--- src/rtl/adr_sequencer.sv ---
// adr_sequencer: drives ADR_TRIGGER_N to the PCH on a power-fail event, waits
// for ADR_COMPLETE (plus an eADR cache-flush hold), then pulses the ADR ack.
// Optional feature macro: ADR_SEQ_DEBUG_CNT_EN (trigger/timeout event counters).
module adr_sequencer #(
  parameter int unsigned ADR_TIMEOUT_CYC = 2000,
  parameter int unsigned EADR_HOLD_CYC   = 100,
  parameter int unsigned ACK_PULSE_CYC   = 4
) (
  input  logic       iClk,
  input  logic       iRst_n,
  input  logic       iAdrMode0,
  input  logic       iAdrMode1,
  input  logic       iAdrComplete,
  input  logic       iPwrFail_n,
  input  logic       iSlpS3_n,
  output logic       oAdrTrigger_n,
  output logic       oAdrAck,
  output logic       oAdrBusy,
  output logic       oAdrTimeout,
  output logic       oAdrDone,
  output logic [2:0] oState,
  output logic [7:0] oAdrEvtCnt
);

  localparam int unsigned MAX_AB  = (ADR_TIMEOUT_CYC > EADR_HOLD_CYC) ? ADR_TIMEOUT_CYC : EADR_HOLD_CYC;
  localparam int unsigned MAX_CYC = (MAX_AB > ACK_PULSE_CYC) ? MAX_AB : ACK_PULSE_CYC;
  localparam int unsigned CNT_W   = $clog2(MAX_CYC + 1);

  localparam logic [CNT_W-1:0] TO_LAST   = CNT_W'(ADR_TIMEOUT_CYC - 1);
  localparam logic [CNT_W-1:0] HOLD_LAST = CNT_W'(EADR_HOLD_CYC - 1);
  localparam logic [CNT_W-1:0] ACK_LAST  = CNT_W'(ACK_PULSE_CYC - 1);

  localparam logic [1:0] MODE_LEGACY = 2'b01;
  localparam logic [1:0] MODE_EADR   = 2'b10;

  typedef enum logic [2:0] {
    S_IDLE    = 3'd0,
    S_TRIGGER = 3'd1,
    S_WAIT    = 3'd2,
    S_HOLD    = 3'd3,
    S_ACK     = 3'd4,
    S_DONE    = 3'd5,
    S_TIMEOUT = 3'd6
  } state_t;

  logic             r_pf_s1, r_pf_s2;
  logic             r_cm_s1, r_cm_s2, r_cm_s3;
  state_t           r_state, w_state_nxt;
  logic [CNT_W-1:0] r_cnt;
  logic [1:0]       r_mode;
  logic [1:0]       w_mode_in;
  logic             w_mode_ok, w_rise;
  logic             r_trig_n, r_ack, r_busy, r_timeout, r_done;
  logic             w_trig_n_nxt, w_ack_nxt, w_busy_nxt, w_timeout_nxt, w_done_nxt;

  assign w_mode_in = {iAdrMode1, iAdrMode0};
  assign w_mode_ok = (w_mode_in == MODE_LEGACY) || (w_mode_in == MODE_EADR);
  assign w_rise    = r_cm_s2 & ~r_cm_s3;

  // Two-flop synchronizers; third complete stage gives the rising-edge reference
  always_ff @(posedge iClk or negedge iRst_n) begin
    if (!iRst_n) begin
      r_pf_s1 <= 1'b1;
      r_pf_s2 <= 1'b1;
      r_cm_s1 <= 1'b0;
      r_cm_s2 <= 1'b0;
      r_cm_s3 <= 1'b0;
    end else begin
      r_pf_s1 <= iPwrFail_n;
      r_pf_s2 <= r_pf_s1;
      r_cm_s1 <= iAdrComplete;
      r_cm_s2 <= r_cm_s1;
      r_cm_s3 <= r_cm_s2;
    end
  end

  // State register, shared per-state cycle counter and captured mode
  always_ff @(posedge iClk or negedge iRst_n) begin
    if (!iRst_n) begin
      r_state <= S_IDLE;
      r_cnt   <= '0;
      r_mode  <= 2'b00;
    end else begin
      r_state <= w_state_nxt;
      r_cnt   <= (w_state_nxt != r_state) ? '0 : r_cnt + CNT_W'(1);
      if (r_state == S_IDLE && w_state_nxt == S_TRIGGER) r_mode <= w_mode_in;
    end
  end

  // Next-state logic; S3 exit aborts any active state, complete edge beats timeout
  always_comb begin
    w_state_nxt = r_state;
    case (r_state)
      S_IDLE:    if (!r_pf_s2 && iSlpS3_n && w_mode_ok) w_state_nxt = S_TRIGGER;
      S_TRIGGER: w_state_nxt = S_WAIT;
      S_WAIT: begin
        if (w_rise)                 w_state_nxt = (r_mode == MODE_EADR) ? S_HOLD : S_ACK;
        else if (r_cnt == TO_LAST)  w_state_nxt = S_TIMEOUT;
      end
      S_HOLD:    if (r_cnt == HOLD_LAST) w_state_nxt = S_ACK;
      S_ACK:     if (r_cnt == ACK_LAST)  w_state_nxt = S_DONE;
      S_DONE:    if (!iSlpS3_n) w_state_nxt = S_IDLE;
      S_TIMEOUT: if (!iSlpS3_n) w_state_nxt = S_IDLE;
      default:   w_state_nxt = S_IDLE;
    endcase
    if (!iSlpS3_n && (r_state == S_TRIGGER || r_state == S_WAIT ||
                      r_state == S_HOLD    || r_state == S_ACK))
      w_state_nxt = S_IDLE;
  end

  // Output decode from the next state so registered outputs align with oState
  always_comb begin
    w_trig_n_nxt  = 1'b1;
    w_ack_nxt     = 1'b0;
    w_busy_nxt    = 1'b0;
    w_timeout_nxt = 1'b0;
    w_done_nxt    = 1'b0;
    case (w_state_nxt)
      S_TRIGGER, S_WAIT, S_HOLD: begin
        w_trig_n_nxt = 1'b0;
        w_busy_nxt   = 1'b1;
      end
      S_ACK: begin
        w_trig_n_nxt = 1'b0;
        w_busy_nxt   = 1'b1;
        w_ack_nxt    = 1'b1;
      end
      S_DONE:    w_done_nxt    = 1'b1;
      S_TIMEOUT: w_timeout_nxt = 1'b1;
      default:   ;
    endcase
  end

  // Output registers
  always_ff @(posedge iClk or negedge iRst_n) begin
    if (!iRst_n) begin
      r_trig_n  <= 1'b1;
      r_ack     <= 1'b0;
      r_busy    <= 1'b0;
      r_timeout <= 1'b0;
      r_done    <= 1'b0;
    end else begin
      r_trig_n  <= w_trig_n_nxt;
      r_ack     <= w_ack_nxt;
      r_busy    <= w_busy_nxt;
      r_timeout <= w_timeout_nxt;
      r_done    <= w_done_nxt;
    end
  end

  assign oAdrTrigger_n = r_trig_n;
  assign oAdrAck       = r_ack;
  assign oAdrBusy      = r_busy;
  assign oAdrTimeout   = r_timeout;
  assign oAdrDone      = r_done;
  assign oState        = r_state;

`ifdef ADR_SEQ_DEBUG_CNT_EN
  logic [3:0] r_trg_cnt, r_to_cnt;

  // Saturating trigger/timeout entry counters, cleared only by reset
  always_ff @(posedge iClk or negedge iRst_n) begin
    if (!iRst_n) begin
      r_trg_cnt <= 4'h0;
      r_to_cnt  <= 4'h0;
    end else begin
      if (r_state != S_TRIGGER && w_state_nxt == S_TRIGGER && r_trg_cnt != 4'hF)
        r_trg_cnt <= r_trg_cnt + 4'd1;
      if (r_state != S_TIMEOUT && w_state_nxt == S_TIMEOUT && r_to_cnt != 4'hF)
        r_to_cnt <= r_to_cnt + 4'd1;
    end
  end

  assign oAdrEvtCnt = {r_trg_cnt, r_to_cnt};
`else
  assign oAdrEvtCnt = 8'h00;
`endif

endmodule

--- config.mk ---
export PLATFORM = sky130hd
export DESIGN_NAME = adr_sequencer
export DESIGN_NICKNAME = d
export VERILOG_FILES = /design/src/rtl/adr_sequencer.sv
export SDC_FILE = /design/constraint.sdc
export NUM_CORES = 1
export LEC_CHECK = 0
export CAP_MARGIN = 25
export CORE_ASPECT_RATIO = 1.5
export CORE_UTILIZATION = 57
export DETAILED_ROUTE_END_ITERATION = 16
export PLACE_DENSITY_LB_ADDON = 0.25
export SETUP_SLACK_MARGIN = 0.4
export SYNTH_ARGS = -nofsm -noshare
export SYNTH_HDL_FRONTEND = slang
export SYNTH_SLANG_ARGS = --single-unit
--- constraint.sdc ---
create_clock -name iClk -period 2.95 [get_ports iClk]
set_input_delay 0.4425 -clock iClk [delete_from_list [all_inputs] [get_ports iClk]]
set_output_delay 0.4425 -clock iClk [all_outputs]
set_load 0.05 [all_outputs]
# Word level (Yosys, flattened, before mapping)
# Index checks and enable logic that the tools add are counted.
# classes
n_addsub	1
n_eq_ne	19
n_mux	15
n_bitwise	2
n_reduce_logical	13
# ops
op	n
two-way mux 3 bit	8
== test 3 bit, second input constant	6
case mux 3 bit (6 select lines)	1
== test 3 x 2 -> 1 bit, second input constant	4
adder 11 x 1 -> 11 bit, second input constant	1
== test 11 bit, second input constant	1
== test 11 x 2 -> 1 bit, second input constant	1
== test 11 x 7 -> 1 bit, second input constant	1
two-way mux 11 bit	1
== test 3 x 1 -> 1 bit, second input constant	2
two-way mux 1 bit	5
== test 2 bit, second input constant	2
logical AND 1 bit	4
logical OR 1 bit	4
OR reduction 4 bit	1
zero test 3 bit	1
!= test 3 bit	1
== test 2 x 1 -> 1 bit, second input constant	1
zero test 1 bit	2
OR reduction 2 bit	1
AND 1 bit	1
NOT 1 bit	1
# word_totals
reg_bits	26
in_bits	7
wordCells	63

# Depth between registers and ports, before layout
# Gate-level depths: netlist (run 1).
# logic_depth
word_depth	9
ltp_mapped	8

# Worst setup path before layout (run 1)
# OpenSTA, ideal clock, no wires.
# synth_path
path_type	register to register
from	register r_state[0], in the netlist oState[0]
to	register r_cnt[2]
arrival_time_ns	2.050
setup_slack_ns	0.819
path_stages_with_launch	8
n_path_buf	2
cell_sequence	dfrtp_1 -> clkbuf_1 -> or4b_1 -> nor4_4 -> or3_2 -> o211ai_2 -> buf_6 -> nor3_2
# synth_between
elab_chain_len	8
word_cells_on_any_way	22
# synth_lines
element	line	rtl
start: declaration	48	state_t r_state, w_state_nxt;
start signal: assignment	84	r_state <= w_state_nxt;
branches (longest 6 deep; another with case mux 3 bit (6 select lines))	-	
!= test 3 bit *	85	r_cnt <= (w_state_nxt != r_state) ? '0 : r_cnt + CNT_W'(1);
two-way mux 11 bit *	85	
end signal: assignment	85	
end: declaration	49	logic [CNT_W-1:0] r_cnt;
# Mark *: on every way between the ends.
# A chain may end at the register's enable or synchronous reset.

# Final worst setup path (run 1)
# layout_path
from	register r_state[0], in the netlist oState[0]
to	output port oState[0]
# layout_lines
element	line	rtl
end: declaration	21	output logic [2:0] oState,
# No word-level cell between the ends.

==> flow_summary.yaml, run 1 <==
layout:
  seq_area_um2: 654
  area_delta_synth_final_pct: 11.6
  fin_area_mm2: 0.00170
  drive_above_1_share: 0.190
  stdcell_count: 182
  fin_nets: 167
  nFillCells: 193
  multi_input_comb_area_um2: 785
  layout_common_cells: "dfrtp_1, clkdlybuf4s50_1, nor2_1, nand2_1, nor3_2"
  n_antenna_cell: 0
  final_common_cell: "dfrtp_1"
  final_util: 0.686
pwr:
  power_density_mw_per_mm2: 524
  p_leak_nw: 0.696
  peakVddDrop_mv: 0.383
timing:
  finalMaxSlewViolations: 0
  hold_viol_final: 0
  holdWs_ps: 370
  setup_violations: 0
  fin_skew_ps: 7.02
  fin_crit_sh: 0.788
  fin_crit_ps: 2320
  rsz0062_at_grt: "false"
  fmax_ghz: 0.430
  timing.slew.headroom: 0.554
  tns_ps: 0
  tightest_slew_ps: 660
hold_path:
  worstHoldPathType: "register to register"
  hold_start: "r_cm_s1"
synth:
  ys_seq_area_frac: 0.430
  synth_xor_xnor_area_share: 0.0690
  syn_inst: 146
  synth_cell_types: 53
  yosys.area.top_type: "dfrtp_1"
  synth_top_family_by_area: "simple AND/OR/NAND/NOR gates"
  syn_area_mm2: 0.00152
  netlist.area_leader.share: 0.378
  async_flop_share: 1.00
  yosys.area_share.adder: 0.0148
  synth_compound_area_frac: 0.122
  synth-seq-cells: 26
  synth_mux_area_frac: 0
  postSynthAreaPerCell_um2: 10.4
  synthFlopType: "dfrtp_1"
  synth_edf_count: 0
  yosys_warnings: 0
  synth.area.top_cells: "dfrtp_1, nor3_2, dfstp_2"
  synth-simple-area-share: 0.283
worst_setup_path:
  path_buf_inv: 1
  r2r_slack_ps: 660
  cp_data_required_time_ps: 2510
  startpoint: "oState[0]"
  critPathTopFamily: "buffers and inverters"
  worstSetupPathType: "register to output pin"
  startpoint_type: "register"
  crit_path_max_incr_delay_ps: 900
  reg2reg_from: "r_cnt[0]"
  cpMaxStageDelayCell: "clkdlybuf4s50_1"
  end_kind: "output pin"
  arrival_ps: 1880
  path_cells: "clkdlybuf4s50_1"
  path_max_fanout: 18
place:
  dpl.hpwl_mm: 2.06
  placed_area_mm2: 0.00164
  portBuffers: 14
  place_inst: 178
  gp_congestion: 0.815
clock_tree:
  cts.sinks: 26
  root_buffer: "clkbuf_4"
  cts_tree: "built"
  clock_latency_ps: 310
  cts_buffers: 3
  clock_tree.buffer_depth: 2
  postCtsSetupRepairBufs: 0
  htreeDepth: 1
  cts.clk_slew.worst_paths_ps: 140
global_routing:
  grt_pass1_vias: 1034
  antenna_found_initial: 0
  grt_first_pass_wirelength_mm: 4.62
  grt-ovfl-total: 0
  grt_max_degree: 27
  track_usage: 0.212
detailed_routing:
  vias: 1073
  top_layer: "met4"
  wl_met2_mm: 1.54
  wl_per_cell_um: 14.9
  first_iter_violations: 21
  drt-met1-wl_mm: 1.10
  drcViolationCount: 0
  met3_length_um: 30
  drt.antenna.violating_nets: 0
  avgViaCountPerCell: 5.90
  firstDrtPassIters: 6
  wl_mm: 2.72
floorplanning:
  num_rows: 22
  core_mm2: 0.00248
  die_h_um: 65.3
  die-area_mm2: 0.00289
  die_w_um: 44.2
  ios: 23
  initial_core_util: 0.615
job:
  max-cap-violations: 0
outcome:
  status: "finished, final reports clean"
## layer usage
metal	track usage	vias up
met5	0	-
met4	0.0795	0
met3	0.0165	4
met2	0.366	11
met1	0.269	526
li1	-	532
## final timing paths
kind	endpoint	cells after the start
max in group asynchronous	r_pf_s2	2
hold / removal	r_cm_s2	0
setup reg to reg	r_cnt[10]	6
hold reg to reg	r_cm_s2	0
min in group asynchronous	oState[0]	2
setup / recovery	oState[0]	1
## layout make-up
cell class	instances	area share
inverters	6	0.0133
well taps	24	0.0177
clock buffers	3	0.0133
multi-input cells	106	0.462
flip-flops and latches	26	0.385
repair buffers	16	0.0913
clock inverters	1	0.0177
## logic make-up (layout without fill, tap and decap cells)
family                     Yosys count  after routing
and+or+nand+nor                     60             60
DFF                                 26             26
AOI/OAI and AO/OA                   24             24
buffers and inverters               21             26
xor gates and xnor gates            12             12
adders and majority gates            2              2
other                                1              8
## timing repair
action | in CTS | in global routing
hold buffers | 0 | 0
resized for setup | 0 | 1
endpoints found under the setup margin | 0 | 10
## cell usage after synthesis, drive strengths merged, types with 4 or more instances
cell	count
nor3	13
nor2	9
xor2	5
inv	6
xnor2	7
nand2b	4
a21oi	4
dfrtp	23
clkbuf	4
buf	11
nand2	9
o21ai	6
## state kept, by name, indices dropped and copies added (netlist names)
signal         count
r_mode             2
oAdrBusy           1
r_pf_s2            1
r_pf_s1            1
r_cm_s2            1
oAdrDone           1
oState             3
r_cm_s1            1
oAdrAck            1
r_cm_s3            1
oAdrTrigger_n      1
oAdrTimeout        1
r_cnt             11
## report_power, final
part	internal (mW)	total, mW	switching (mW)
clock network	0.137	0.236	0.0987
logic	0.0875	0.220	0.133
registers	0.395	0.434	0.0390
## through the flow
step | total power [mW] | setup slack, ps
floorplan | 0.617 | 819
global placement | 0.651 | 318
detailed placement | 0.660 | 233
CTS | 0.897 | 501
global route | 0.939 | 502
finish | 0.890 | 625
Power figures use the tool's default switching activity.
==> inputs of run 2 (changes only) <==
--- a/config.mk
+++ b/config.mk
@@ -7,7 +7,7 @@
 export LEC_CHECK = 0
 export CAP_MARGIN = 25
 export CORE_ASPECT_RATIO = 1.5
-export CORE_UTILIZATION = 57
+export CORE_UTILIZATION = 48
 export DETAILED_ROUTE_END_ITERATION = 16
 export PLACE_DENSITY_LB_ADDON = 0.25
 export SETUP_SLACK_MARGIN = 0.4
==> constraint.sdc (replaced) <==
create_clock -name iClk -period 2 [get_ports iClk]
set_input_delay 0.3 -clock iClk [delete_from_list [all_inputs] [get_ports iClk]]
set_output_delay 0.3 -clock iClk [all_outputs]
set_load 0.05 [all_outputs]
==> flow_summary.yaml, run 2 (synthesis gave the netlist of run 1 again) <==
outcome:
  status: "finished with violations"
  violations: "negative setup slack"
timing:
  setup_violations: 4
  fin_crit_sh: 1.03
  setup_ws_ps: -55.7
  fin_crit_ps: 2060
  finalMaxSlewViolations: 0
  fin_skew_ps: 4.75
  fmax_ghz: 0.486
  rsz0062_at_grt: "true"
  tns_ps: -67.3
  hold_viol_final: 0
worst_setup_path:
  cpMaxStageDelayCell: "or4b_4"
  startpoint_type: "register"
  cp_data_required_time_ps: 2220
  reg2reg_from: "r_cnt[0]"
  end_kind: "register"
  critPathTopFamily: "simple AND/OR/NAND/NOR gates"
  crit_path_max_incr_delay_ps: 510
  rr_endpoint: "oAdrAck"
  path_cells: "ha_2 -> or4b_4 -> nor3_4 -> nor3_1 -> o21ai_1 -> and3_2"
  path_buf_inv: 0
  path_max_fanout: 5
  worstSetupPathType: "register to register"
  arrival_ps: 2280
  r2r_slack_ps: -60
  reg2reg_depth: 6
layout:
  n_antenna_cell: 0
  nFillCells: 219
  stdcell_count: 224
  seq_area_um2: 658
  area_delta_synth_final_pct: 31.2
  drive_above_1_share: 0.395
  fin_nets: 194
  final_util: 0.672
  top_register: "r_cnt"
  layout_common_cells: "buf_4, dfrtp_1, nor2_1, nand2_1"
  multi_input_comb_area_um2: 826
  largest_reg_flops: 11
  fin_area_mm2: 0.00200
  final_common_cell: "buf_4"
place:
  place_inst: 217
  dpl.hpwl_mm: 2.38
  place_ws_ps: -105
  placed_area_mm2: 0.00187
  portBuffers: 14
  gp_congestion: 0.873
global_routing:
  antenna_found_initial: 0
  grt_max_degree: 27
  grt_pass1_vias: 1240
  track_usage: 0.223
  grt-ovfl-total: 0
  grt_first_pass_wirelength_mm: 5.45
hold_path:
  worstHoldPathType: "register to register"
  hold_path_depth: 0
  hold_start: "r_cm_s1"
  hold_path_end: "r_cm_s2"
clock_tree:
  cts_hold_buf: 0
  cts_buffers: 3
  cts_tree: "built"
  clock_latency_ps: 280
  clock_tree.buffer_depth: 2
  cts.clk_slew.worst_paths_ps: 90
  cts.sinks: 26
  root_buffer: "clkbuf_8"
  htreeDepth: 1
floorplanning:
  ios: 23
  die-area_mm2: 0.00341
  num_rows: 24
  initial_core_util: 0.512
  die_w_um: 48.0
  die_h_um: 71.0
  core_mm2: 0.00297
detailed_routing:
  wl_per_cell_um: 15.0
  firstDrtPassIters: 4
  first_iter_violations: 41
  drcViolationCount: 0
  avgViaCountPerCell: 5.48
  vias: 1227
  drt.antenna.violating_nets: 0
  wl_mm: 3.35
job:
  max-cap-violations: 0
pwr:
  p_leak_nw: 0.877
  peakVddDrop_mv: 0.617
  power_density_mw_per_mm2: 764
-- run 2: cell types whose count changed in the layout (fill, tap and decap cells not counted), sizes merged --
cell           previous run  this run
dlygate4sd2               0         4
clkbuf                    3         5
buf                       2        29
dlymetal6s2s              0         1
clkdlybuf4s50            14         5
clkdlybuf4s15             0         2
-- run 2: worst register-to-register path, stage by stage (launching register included) --
cell,delay [ps]
dfrtp_1,380
ha_2,180
or4b_4,510
nor3_4,310
nor3_1,100
o21ai_1,280
and3_2,230
-- run 2: final cells by class --
type	count	area share
multi-input combinational	106	0.413
timing repair buffer	43	0.186
tap	39	0.0244
sequential	26	0.329
clock inverter	1	0.0150
inverter	6	0.0113
clock buffer	3	0.0207
-- run 2: report_power, final --
part / total, mW / switching, mW / internal (mW)
registers: 0.615 / 0.0317 / 0.583
clock network: 0.439 / 0.171 / 0.268
logic: 0.472 / 0.260 / 0.212
-- run 2: repair_timing --
item | CTS | global route
pin swaps | 4 | 6
setup endpoints to repair | 27 | 23
gates resized for setup | 17 | 12
buffers inserted | 0 | 3
-- run 2: worst max path at each step --
stage | start | cells after the start | slack, ps | to
5_1_grt | r_mode[0] | 6 | -120 | r_cnt[4]
3_5_place_dp | iSlpS3_n | 7 | -110 | r_cnt[9]
6_report | r_cnt[0] | 6 | -60 | oAdrAck
4_1_cts | r_cnt[0] | 7 | -40 | r_cnt[1]
3_3_place_gp | iAdrMode1 | 6 | -50 | oAdrAck
2_1_floorplan | oState[0] | 7 | -8 | r_cnt[2]
-- run 2: through the flow --
stage                     power [mW]  hold slack [ps]
after floorplan                0.922             4.41
after global routing            1.60              374
after global placement          1.06              334
final                           1.53              358
after CTS                       1.53              360
after detailed placement        1.09              340
-- run 2: metal layers --
layer | global-route usage | wire length [um] | vias up | share of wire
li1 | - | - | 584 | -
met1 | 0.256 | 1290 | 597 | 0.39
met2 | 0.387 | 1870 | 37 | 0.56
met3 | 0.0255 | 94 | 9 | 0.028
met4 | 0.0988 | 93 | 0 | 0.028
met5 | 0 | 0 | - | 0
==> inputs of run 3 (changes only) <==
--- a/config.mk
+++ b/config.mk
@@ -10,6 +10,7 @@
 export CORE_UTILIZATION = 48
 export DETAILED_ROUTE_END_ITERATION = 16
 export PLACE_DENSITY_LB_ADDON = 0.25
+export REMOVE_ABC_BUFFERS = 1
 export SETUP_SLACK_MARGIN = 0.4
 export SYNTH_ARGS = -nofsm -noshare
 export SYNTH_HDL_FRONTEND = slang
==> flow_summary.yaml, run 3 (synthesis gave the netlist of run 1 again) <==
outcome:
  status: "finished with violations"
  violations: "negative setup slack"
clock_tree:
  cts_tree: "built"
  htreeDepth: 1
  cts_buffers: 3
  clock_tree.buffer_depth: 2
  cts.sinks: 26
  root_buffer: "clkbuf_8"
  cts.clk_slew.worst_paths_ps: 80
  clock_latency_ps: 260
  cts_hold_buf: 0
global_routing:
  grt_max_degree: 27
  antenna_found_initial: 0
  grt_pass1_vias: 1312
  grt_first_pass_wirelength_mm: 5.88
  grt-ovfl-total: 0
  track_usage: 0.243
floorplanning:
  die_h_um: 71.0
  die-area_mm2: 0.00341
  num_rows: 24
  initial_core_util: 0.512
  core_mm2: 0.00297
  ios: 23
  die_w_um: 48.0
worst_setup_path:
  path_max_fanout: 10
  r2r_slack_ps: -50
  reg2reg_from: "r_cnt[0]"
  startpoint: "r_cnt[0]"
  critPathCapture: "r_cnt[1]"
  reg2reg_depth: 7
  arrival_ps: 2200
  end_kind: "register"
  rr_endpoint: "r_cnt[1]"
  cp_data_required_time_ps: 2150
  worstSetupPathType: "register to register"
  startpoint_type: "register"
detailed_routing:
  wl_per_cell_um: 14.9
  first_iter_violations: 30
  firstDrtPassIters: 4
  wl_mm: 3.45
  drcViolationCount: 0
  vias: 1248
  drt.antenna.violating_nets: 0
  avgViaCountPerCell: 5.40
pwr:
  netSwitchingFraction: 0.315
  p_clk_frac: 0.224
  combPwrFrac: 0.354
  power_density_mw_per_mm2: 699
  total_power_mw: 1.45
  switchingPower_mw: 0.457
  peakVddDrop_mv: 0.627
  p_leak_nw: 0.911
  p_seq_frac: 0.422
  intPower_mw: 0.994
layout:
  largest_reg_flops: 11
  layout_common_cells: "buf_4, dfrtp_1, nand2_1, nor3_2, conb_1"
  fin_nets: 201
  area_delta_synth_final_pct: 36.3
  drive_above_1_share: 0.422
  top_register: "r_cnt"
  final_common_cell: "buf_4"
  nFillCells: 215
  n_antenna_cell: 0
timing:
  setup_ws_ps: -49.6
  fin_skew_ps: 2.41
  holdWs_ps: 357
  hold_viol_final: 0
  fmax_ghz: 0.488
  fin_crit_ps: 2050
  rsz0062_at_grt: "true"
  setup_violations: 13
  tns_ps: -513
  finalMaxSlewViolations: 0
  fin_crit_sh: 1.02
job:
  max-cap-violations: 0
hold_path:
  worstHoldPathType: "register to register"
place:
  portBuffers: 14
  gp_congestion: 0.923
  dpl.hpwl_mm: 2.53
run 3: changes by cell type in the layout (fill, tap and decap cells not counted), sizes merged:
cell / before / now
clkdlybuf4s15: 2 / 1
buf: 29 / 38
dlygate4sd2: 4 / 5
dlymetal6s2s: 1 / 0
bufinv: 1 / 0
run 3: worst max-delay path: stages, from the launching register on:
cell and delay, ps:
dfrtp_1 370, ha_1 170, or4b_4 520, nor3_4 320
o21ai_2 120, o211ai_4 210, buf_12 170, nor3b_2 50
run 3: worst min path at each step:
| stage | start | endpoint | slack [ps] | cells after the start |
|---|---|---|---|---|
| 2_1_floorplan | iRst_n | oAdrAck | 4 | 0 |
| 4_1_cts | r_pf_s1 | r_pf_s2 | 360 | 0 |
| 6_report | r_cm_s1 | r_cm_s2 | 360 | 0 |
| 3_3_place_gp | r_cm_s1 | r_cm_s2 | 340 | 0 |
| 5_1_grt | r_pf_s1 | r_pf_s2 | 360 | 0 |
| 3_5_place_dp | r_cm_s1 | r_cm_s2 | 340 | 0 |
run 3: layout make-up:
class | instances | area, um^2 | share of cell area
Multi-Input combinational cell | 106 | 850 | 0.409
Sequential cell | 26 | 656 | 0.316
Timing Repair Buffer | 50 | 444 | 0.214
Clock buffer | 4 | 55.1 | 0.0265
Tap cell | 39 | 48.8 | 0.0235
Inverter | 6 | 22.5 | 0.0108
run 3: what timing repair did:
item	CTS	global route
pin swaps	8	1
setup endpoints to repair	27	22
setup buffers	4	0
resized for setup	30	6
endpoints found under the hold margin	0	0
run 3: stage by stage:
step | instances | setup slack (ps) | utilization | instance area, um^2
finish | 231 | -49.6 | 0.698 | 2080
CTS | 231 | -25.6 | 0.693 | 2060
floorplan | 138 | -386 | - | 1450
global route | 231 | -121 | 0.698 | 2080
detailed placement | 223 | -212 | 0.640 | 1900
global placement | 223 | -151 | 0.640 | 1900
run 3: power groups by stage:
stage,Clock (mW),Combinational (mW),Sequential (mW)
2_1_floorplan,0,0.211,0.672
3_5_place_dp,0,0.475,0.624
5_1_grt,0.359,0.558,0.618
4_1_cts,0.336,0.507,0.614
6_report,0.325,0.513,0.613
3_3_place_gp,0,0.458,0.617
run 3: per-layer routing:
layer	GRT usage	vias up	part of all wire
met5	0	-	0
met4	0.142	0	0.024
met3	0.0434	8	0.020
met2	0.413	29	0.57
met1	0.260	615	0.39
li1	-	596	-
